$ cat src/rtl/pipe_ctrl_pkg.sv
// pipe_ctrl_pkg: shared encodings for the pipeline stall/flush scheduler.
//   state_t   - scheduler FSM state
//   REDIR_*   - redirect_sel encodings (exception vector / EPC)
//   REG_ZERO  - hard-wired zero register address
package pipe_ctrl_pkg;

    typedef enum logic [1:0] {
        IDLE     = 2'd0,
        DIV_WAIT = 2'd1,
        FLUSH    = 2'd2
    } state_t;

    localparam logic       REDIR_EXC = 1'b0;
    localparam logic       REDIR_EPC = 1'b1;
    localparam logic [4:0] REG_ZERO  = 5'd0;

endpackage

$ cat src/rtl/pipe_hazard_detect.sv
// pipe_hazard_detect: combinational load-use hazard compare.
//   id_rs/id_rt, id_uses_rs/id_uses_rt : ID-stage source operands
//   ex_is_load, ex_rf_we, ex_rd        : EX-stage producer
//   hz                                 : ID consumes the value a load in EX has not yet produced
module pipe_hazard_detect
    import pipe_ctrl_pkg::*;
(
    input  logic [4:0] id_rs,
    input  logic [4:0] id_rt,
    input  logic       id_uses_rs,
    input  logic       id_uses_rt,
    input  logic       ex_is_load,
    input  logic       ex_rf_we,
    input  logic [4:0] ex_rd,
    output logic       hz
);

    logic rs_hit;
    logic rt_hit;

    assign rs_hit = id_uses_rs && (id_rs == ex_rd);
    assign rt_hit = id_uses_rt && (id_rt == ex_rd);

    // $0 is never actually written, so it can never be a true dependency.
    assign hz = ex_is_load && ex_rf_we && (ex_rd != REG_ZERO) && (rs_hit || rt_hit);

endmodule

$ cat src/rtl/pipe_ctrl.sv
// pipe_ctrl: central stall/flush scheduler for the 5-stage pipeline.
//   Sequences the multi-cycle divider, inserts load-use bubbles and drives the
//   exception/ERET flush of every segment register plus the PC redirect.
//   Priority per cycle: exception/ERET > divider > load-use.
// Parameters:
//   FLUSH_CYC - extra cycles flush_all stays high after the triggering cycle (0..7)
//   CNT_W     - performance counter width (PIPE_PERF_EN builds only)
// Ports:
//   clk, resetn (synchronous, active low)
//   id_*/ex_* hazard inputs, ex_div_req, div_done, mem_cp0_ex, mem_eret_flush
//   if/id/ex/mem_stall, id_flush, flush_all, div_start/cancel/finish,
//   pc_redirect, redirect_sel
// Optional macro PIPE_PERF_EN: adds saturating div_stall_cnt, lu_stall_cnt,
//   flush_cnt outputs.
module pipe_ctrl
    import pipe_ctrl_pkg::*;
#(
    parameter int FLUSH_CYC = 1,
    parameter int CNT_W     = 32
) (
    input  logic             clk,
    input  logic             resetn,
    input  logic [4:0]       id_rs,
    input  logic [4:0]       id_rt,
    input  logic             id_uses_rs,
    input  logic             id_uses_rt,
    input  logic             ex_is_load,
    input  logic             ex_rf_we,
    input  logic [4:0]       ex_rd,
    input  logic             ex_div_req,
    input  logic             div_done,
    input  logic             mem_cp0_ex,
    input  logic             mem_eret_flush,
    output logic             if_stall,
    output logic             id_stall,
    output logic             ex_stall,
    output logic             mem_stall,
    output logic             id_flush,
    output logic             flush_all,
    output logic             div_start,
    output logic             div_cancel,
    output logic             div_finish,
    output logic             pc_redirect,
    output logic             redirect_sel
`ifdef PIPE_PERF_EN
    ,
    output logic [CNT_W-1:0] div_stall_cnt,
    output logic [CNT_W-1:0] lu_stall_cnt,
    output logic [CNT_W-1:0] flush_cnt
`endif
);

    state_t     state, state_nxt;
    logic [2:0] fcnt, fcnt_nxt;
    logic       hz;
    logic       exc;

    assign exc = mem_cp0_ex || mem_eret_flush;

    pipe_hazard_detect u_hz (
        .id_rs      (id_rs),
        .id_rt      (id_rt),
        .id_uses_rs (id_uses_rs),
        .id_uses_rt (id_uses_rt),
        .ex_is_load (ex_is_load),
        .ex_rf_we   (ex_rf_we),
        .ex_rd      (ex_rd),
        .hz         (hz)
    );

    always_ff @(posedge clk) begin
        if (!resetn) begin
            state <= IDLE;
            fcnt  <= 3'd0;
        end else begin
            state <= state_nxt;
            fcnt  <= fcnt_nxt;
        end
    end

    always_comb begin
        state_nxt    = state;
        fcnt_nxt     = fcnt;
        if_stall     = 1'b0;
        id_stall     = 1'b0;
        ex_stall     = 1'b0;
        mem_stall    = 1'b0;
        id_flush     = 1'b0;
        flush_all    = 1'b0;
        div_start    = 1'b0;
        div_cancel   = 1'b0;
        div_finish   = 1'b0;
        pc_redirect  = 1'b0;
        redirect_sel = REDIR_EXC;

        // Outputs are forced quiet during reset; the divider is reset by
        // resetn itself, so no cancel is needed even mid-divide.
        if (resetn) begin
            if (state == FLUSH) begin
                // Drain in-flight RAM reads; everything else is ignored.
                flush_all = 1'b1;
                if (fcnt <= 3'd1) begin
                    state_nxt = IDLE;
                    fcnt_nxt  = 3'd0;
                end else begin
                    fcnt_nxt  = fcnt - 3'd1;
                end
            end else if (exc) begin
                flush_all    = 1'b1;
                pc_redirect  = 1'b1;
                redirect_sel = (mem_eret_flush && !mem_cp0_ex) ? REDIR_EPC : REDIR_EXC;
                div_cancel   = (state == DIV_WAIT);
                if (FLUSH_CYC > 0) begin
                    state_nxt = FLUSH;
                    fcnt_nxt  = 3'(FLUSH_CYC);
                end else begin
                    state_nxt = IDLE;
                    fcnt_nxt  = 3'd0;
                end
            end else if (state == DIV_WAIT) begin
                if (div_done) begin
                    // Div leaves EX at this edge, so IDLE never relaunches it.
                    div_finish = 1'b1;
                    state_nxt  = IDLE;
                end else begin
                    if_stall  = 1'b1;
                    id_stall  = 1'b1;
                    ex_stall  = 1'b1;
                    mem_stall = 1'b1;
                end
            end else if (ex_div_req) begin
                div_start = 1'b1;
                if_stall  = 1'b1;
                id_stall  = 1'b1;
                ex_stall  = 1'b1;
                mem_stall = 1'b1;
                state_nxt = DIV_WAIT;
            end else if (hz) begin
                if_stall = 1'b1;
                id_stall = 1'b1;
                id_flush = 1'b1;
            end
        end
    end

`ifdef PIPE_PERF_EN
    logic div_cyc;
    assign div_cyc = resetn && ((state == DIV_WAIT) || div_start);

    always_ff @(posedge clk) begin
        if (!resetn) begin
            div_stall_cnt <= '0;
            lu_stall_cnt  <= '0;
            flush_cnt     <= '0;
        end else begin
            if (div_cyc && (div_stall_cnt != '1)) div_stall_cnt <= div_stall_cnt + CNT_W'(1);
            if (id_flush && (lu_stall_cnt != '1)) lu_stall_cnt <= lu_stall_cnt + CNT_W'(1);
            if (flush_all && (flush_cnt != '1))   flush_cnt     <= flush_cnt + CNT_W'(1);
        end
    end
`endif

endmodule

$ cat config.mk
export PLATFORM = sky130hd
export DESIGN_NAME = pipe_ctrl
export DESIGN_NICKNAME = d
export VERILOG_FILES = /design/src/rtl/pipe_ctrl_pkg.sv /design/src/rtl/pipe_hazard_detect.sv /design/src/rtl/pipe_ctrl.sv
export SDC_FILE = /design/constraint.sdc
export NUM_CORES = 1
export LEC_CHECK = 0
export ABC_AREA = 1
export CAP_MARGIN = 20
export CORE_MARGIN = 4
export CORE_UTILIZATION = 43
export CTS_BUF_LIST = sky130_fd_sc_hd__clkbuf_2 sky130_fd_sc_hd__clkbuf_4 sky130_fd_sc_hd__clkbuf_8
export DETAILED_ROUTE_END_ITERATION = 8
export PLACE_DENSITY = 0.87
export SLEW_MARGIN = 40
export SYNTH_ARGS = -nofsm -noshare
export SYNTH_HDL_FRONTEND = slang
export SYNTH_SLANG_ARGS = --single-unit
$ cat constraint.sdc
create_clock -name clk -period 3.7 [get_ports clk]
set_input_delay 0.37 -clock clk [delete_from_list [all_inputs] [get_ports clk]]
set_output_delay 0.37 -clock clk [all_outputs]
set_load 0.03 [all_outputs]
## Word-level counts from Yosys, hierarchy flattened

Index checks and enable logic that the tools add are counted.

- Add/subtract/negate cells: 1
- Magnitude comparators: 1
- Equal/unequal tests: 6
- Muxes and demuxes: 47
- Reductions and logical operators: 13

Operators by type and width:

| kind | number |
|---|---|
| two-way mux 1 bit | 38 |
| two-way mux 2 bit | 6 |
| equality test 5 bit | 2 |
| two-way mux 3 bit | 3 |
| logical AND 1 bit | 6 |
| nonzero test 5 bit | 1 |
| inequality test 4 bit (second input constant) | 1 |
| nonzero test 4 bit | 1 |
| less-or-equal comparator 3 x 1 -> 1 bit (second input constant) | 1 |
| AND reduction 3 bit | 1 |
| subtractor 3 x 1 -> 3 bit (second input constant) | 1 |
| equality test 2 x 1 -> 1 bit (second input constant) | 1 |
| equality test 2 bit (second input constant) | 1 |
| logical OR 1 bit | 2 |
| inequality test 2 x 1 -> 1 bit (second input constant) | 1 |
| nonzero test 2 bit | 1 |
| zero test 1 bit | 1 |

- Register bits: 5
- Input bits: 25
- Output and inout bits: 11
- Word-level logic and storage cells: 70

## Logic depth before layout (Yosys ltp)

- Word-level depth: 10
- Mapped depth: 9

## Hierarchy

A second synthesis with hierarchy kept.

- Cell total of the unflattened synthesis: 124
- Area total of the unflattened synthesis: 668.1 sq um

Modules (own cells, without submodules):

| module | times used | cells an instance | area each (sq um) | sequential area each (sq um) |
|---|---|---|---|---|
| pipe_ctrl | 1 | 68 | 447.9 | 100.1 |
| pipe_hazard_detect | 1 | 56 | 220.2 | 0.0 |

## Least setup slack after synthesis

No wires, ideal clock.

- Path type: register to output
- Start point: reg state[0]
- End point: out if_stall
- Data arrival time: 1.739 ns
- Setup slack: 1.591 ns
- Stages on the path, launching flop included: 9
- Path buffers: 1
- Cells stage by stage: dfxtp_1 inv_1 ha_1 nor2_4 nand2_4 nor3_4 inv_2 nand2_1 buf_4

- Word-level cells in the longest chain between the ends: 5
- Elaborated cells on any way between the ends: 6

Ends and longest elaborated chain:

| what | RTL line | source |
|---|---|---|
| start: declaration | pipe_ctrl.sv:53 | `state_t state, state_nxt;` |
| start signal: assignment | pipe_ctrl.sv:76 | `state <= state_nxt;` |
| equality test 2 x 1 -> 1 bit | pipe_ctrl.sv:120 | `end else if (state == DIV_WAIT) begin` |
| two-way mux 1 bit (2 in a row) | - |  |
| two-way mux 1 bit (*) (2 in a row) | - |  |
| end: declaration | pipe_ctrl.sv:34 | `output logic if_stall,` |

Every way passes the cells marked *; elsewhere a longest branch is shown, timed or not.

## Worst setup path in the final report

- Start point: reg state[0]
- End point: out if_stall

- Word-level cells in the longest chain between the ends: 5
- Elaborated cells on any way between the ends: 6

Ends and longest elaborated chain:

| what | RTL line | source |
|---|---|---|
| equality test 2 x 1 -> 1 bit | pipe_ctrl.sv:120 |  |
| two-way mux 1 bit | pipe_ctrl.sv:120 |  |
| two-way mux 1 bit | pipe_ctrl.sv:108 | `end else if (exc) begin` |
| two-way mux 1 bit (*) | pipe_ctrl.sv:99 | `if (state == FLUSH) begin` |
| two-way mux 1 bit (*) | pipe_ctrl.sv:98 | `if (resetn) begin` |

Marks and branches as above.

==> impl_metrics.py <==
metrics = {
    "min_path": {
        "hold_class": "flip-flop to flip-flop",
        "hold_start": "state[0]",
        "min_to": "state[0]",
        "min_delay_path_depth": 2,
    },
    "clock_tree": {
        "path_clk_slew_ps": 40,
        "hold_buffers": 0,
        "htree_levels": 1,
        "cts_buffers": 3,
        "cts_sinks": 5,
        "ctsRootBufferMaster": "clkbuf_4",
        "cts_tree": "yes",
        "clockBufferDepth": 2,
        "ctsResizeCount": 0,
        "postCtsSetupBuffers": 0,
        "clock_latency_ps": 240,
    },
    "logic_synthesis": {
        "synth_cell_types": 23,
        "synth_fp_nets": 150,
        "yosysSeqAreaShare_pct": 14.8,
        "yosys-top-cells-area": "nand2_1 22%, dfxtp_1 15%, inv_1 11%",
        "synth_seq_cells": 5,
        "syn-cell-area_um2": 678,
        "synth_top_area_share_pct": 21.6,
        "ys.warnings.count": 0,
        "syn_inst": 120,
        "avgSynthCellArea_um2": 5.65,
        "yosysTopAreaCell": "nand2_1",
    },
    "global_routing": {
        "globalRouteMet1Util_pct": 23.5,
        "grt_max_degree": 9,
        "met2_usage_pct": 35.6,
        "grt_remaining_overflow": 0,
        "grt_pass1_vias": 819,
        "use_met3_pct": 1.88,
        "gr-max-usage-layer": "met2",
        "grt_first_pass_wirelength_um": 3220,
        "grt_usage_pct": 19.5,
        "antenna_found_initial": 0,
    },
    "sta": {
        "fin_tns_setup_ps": 0,
        "fmaxAchievable_ghz": 0.388,
        "relSlewSlack_pct": 78.8,
        "post-route-period-util_pct": 69.6,
        "rsz0062_at_grt": "false",
        "finalMaxSlewViolations": 0,
        "skew_ps": 3.60,
        "setup_viol": 0,
        "hold_viol": 0,
        "finalCriticalPeriod_ps": 2570,
        "worstMarginPinSlew_ps": 316,
    },
    "die": {
        "die_x_um": 47.7,
        "die_area_um2": 2280,
        "fp.dieH_um": 47.7,
        "rows": 14,
        "io_pins": 36,
        "start_util_pct": 45.0,
        "core_um2": 1510,
    },
    "route": {
        "vias": 835,
        "drc": 0,
        "wl_um": 1890,
        "ant_nets": 0,
        "wl_per_cell_um": 10.9,
        "drt_iter0_markers": 19,
        "via_per_inst": 4.83,
        "first_pass_iters": 4,
    },
    "worst_setup_path": {
        "critPathLaunchType": "flip-flop",
        "critical_path.endpoint_type": "primary output",
        "cp_data_arrival_time_ps": 2200,
        "r2r_cells": 7,
        "crit_required_ps": 3330,
        "r2r_end": "state[0]",
        "cp_max_fo": 6,
        "rr_startpoint": "state[0]",
        "rrSetupSlack_ps": 2370,
        "path_class": "flip-flop to primary output",
    },
    "pwr": {
        "sw_frac_of_total_pct": 34.3,
        "switchingPower_uw": 81.8,
        "p_leak_nw": 0.542,
        "p_per_area_nw_per_um2": 224,
        "seqPwrFrac_pct": 25.8,
        "max-vdd-ir-drop_mv": 0.109,
        "p_total_uw": 239,
        "clkPwrFrac_pct": 30.0,
        "intPower_uw": 157,
        "p_comb_share_pct": 44.2,
    },
    "flow_run": {
        "maxCapViolations": 0,
    },
    "placed_design": {
        "gp_congestion": 0.719,
        "hpwlAfterDp_um": 1580,
        "io_buffer_count": 35,
    },
    "cells_and_area": {
        "syn2layout_area_growth_pct": 56.8,
        "final_nets": 188,
        "final_common_cell": "nand2_1",
        "layout_common_cells": "39 x nand2_1, 35 x clkdlybuf4s50_1, 20 x inv_1, 14 x nor2_1, 8 x nand3_1",
        "drive_gt1_share_pct": 11.5,
        "n_antenna_cell": 0,
        "fin_util_pct": 70.6,
    },
    "run_status": {
        "outcome": "complete, no violations",
    },
}
[per-stage QoR]
stage                     hold WS [ps]  area (µm²)  std cells  setup WS (ps)
after floorplan                    477         678        120           1590
after global placement             499        1030        169           1170
after detailed placement           514        1030        169           1150
after CTS                          518        1060        173           1100
after global routing               533        1060        173            990
final                              519        1060        173           1130
[flip-flops by register name, indices dropped and copies added (netlist names)]
register  flops
fcnt          3
state         2
[kinds of logic (layout without fill, tap and decap cells)]
group	Yosys count	in the layout	synth area share (%)
xor+xnor	1	1	1.29
buf+inv	29	66	17.2
fa+ha+maj	5	5	9.23
flops	5	5	14.8
compound gates	9	9	7.93
simple gates	71	71	49.6
[routing by layer]
layer / part of all wire (%) / wire length (µm)
met1: 41 / 773
met2: 53 / 992
met3: 5.8 / 109
met4: 0.64 / 12
met5: 0 / 0
[cell usage after synthesis]
master,n
nand2_1,39
inv_1,20
nor2_1,14
nand3_1,8
inv_2,7
dfxtp_1,5
ha_1,5
o21ai_0,3
a21oi_1,2
buf_4,2
nor3b_1,2
o22ai_1,2
a21oi_2,1
nand2_2,1
nand2_4,1
nand4_1,1
nor2_2,1
nor2_4,1
nor2_8,1
nor3_1,1
nor3_4,1
o21bai_1,1
xnor2_1,1
[critical path: stages, from the launching register on]
cell and delay [ps]:
dfxtp_1 370, inv_1 70, ha_1 280, nor2_4 190
nand2_4 100, nor3_4 160, inv_2 40, nand2_1 80
clkdlybuf4s50_1 680
[power groups by stage]
stage / Sequential [mW] / Combinational, mW / Clock (mW)
after floorplan: 0.0615 / 0.0578 / 0
after global placement: 0.0621 / 0.101 / 0
after detailed placement: 0.0624 / 0.104 / 0
after CTS: 0.0615 / 0.105 / 0.0730
after global routing: 0.0620 / 0.118 / 0.0777
final: 0.0616 / 0.106 / 0.0716
[final cells by class]
class	instances	area, µm²
multi-input cells	86	462
inverters	27	101
repair buffers	35	350
flip-flops and latches	5	100
clock buffers	4	30.0
well taps	16	20.0
fillers	135	443
[how the worst max path moves through the flow]
stage / depth (start not counted) / end / slack, ps / from
after floorplan: 8 / if_stall / 1590 / state[0]
after global placement: 8 / id_stall / 1170 / resetn
after detailed placement: 8 / if_stall / 1150 / resetn
after CTS: 8 / if_stall / 1100 / state[0]
after global routing: 8 / if_stall / 990 / state[0]
final: 8 / if_stall / 1130 / state[0]
Power figures use the tool's default switching activity.
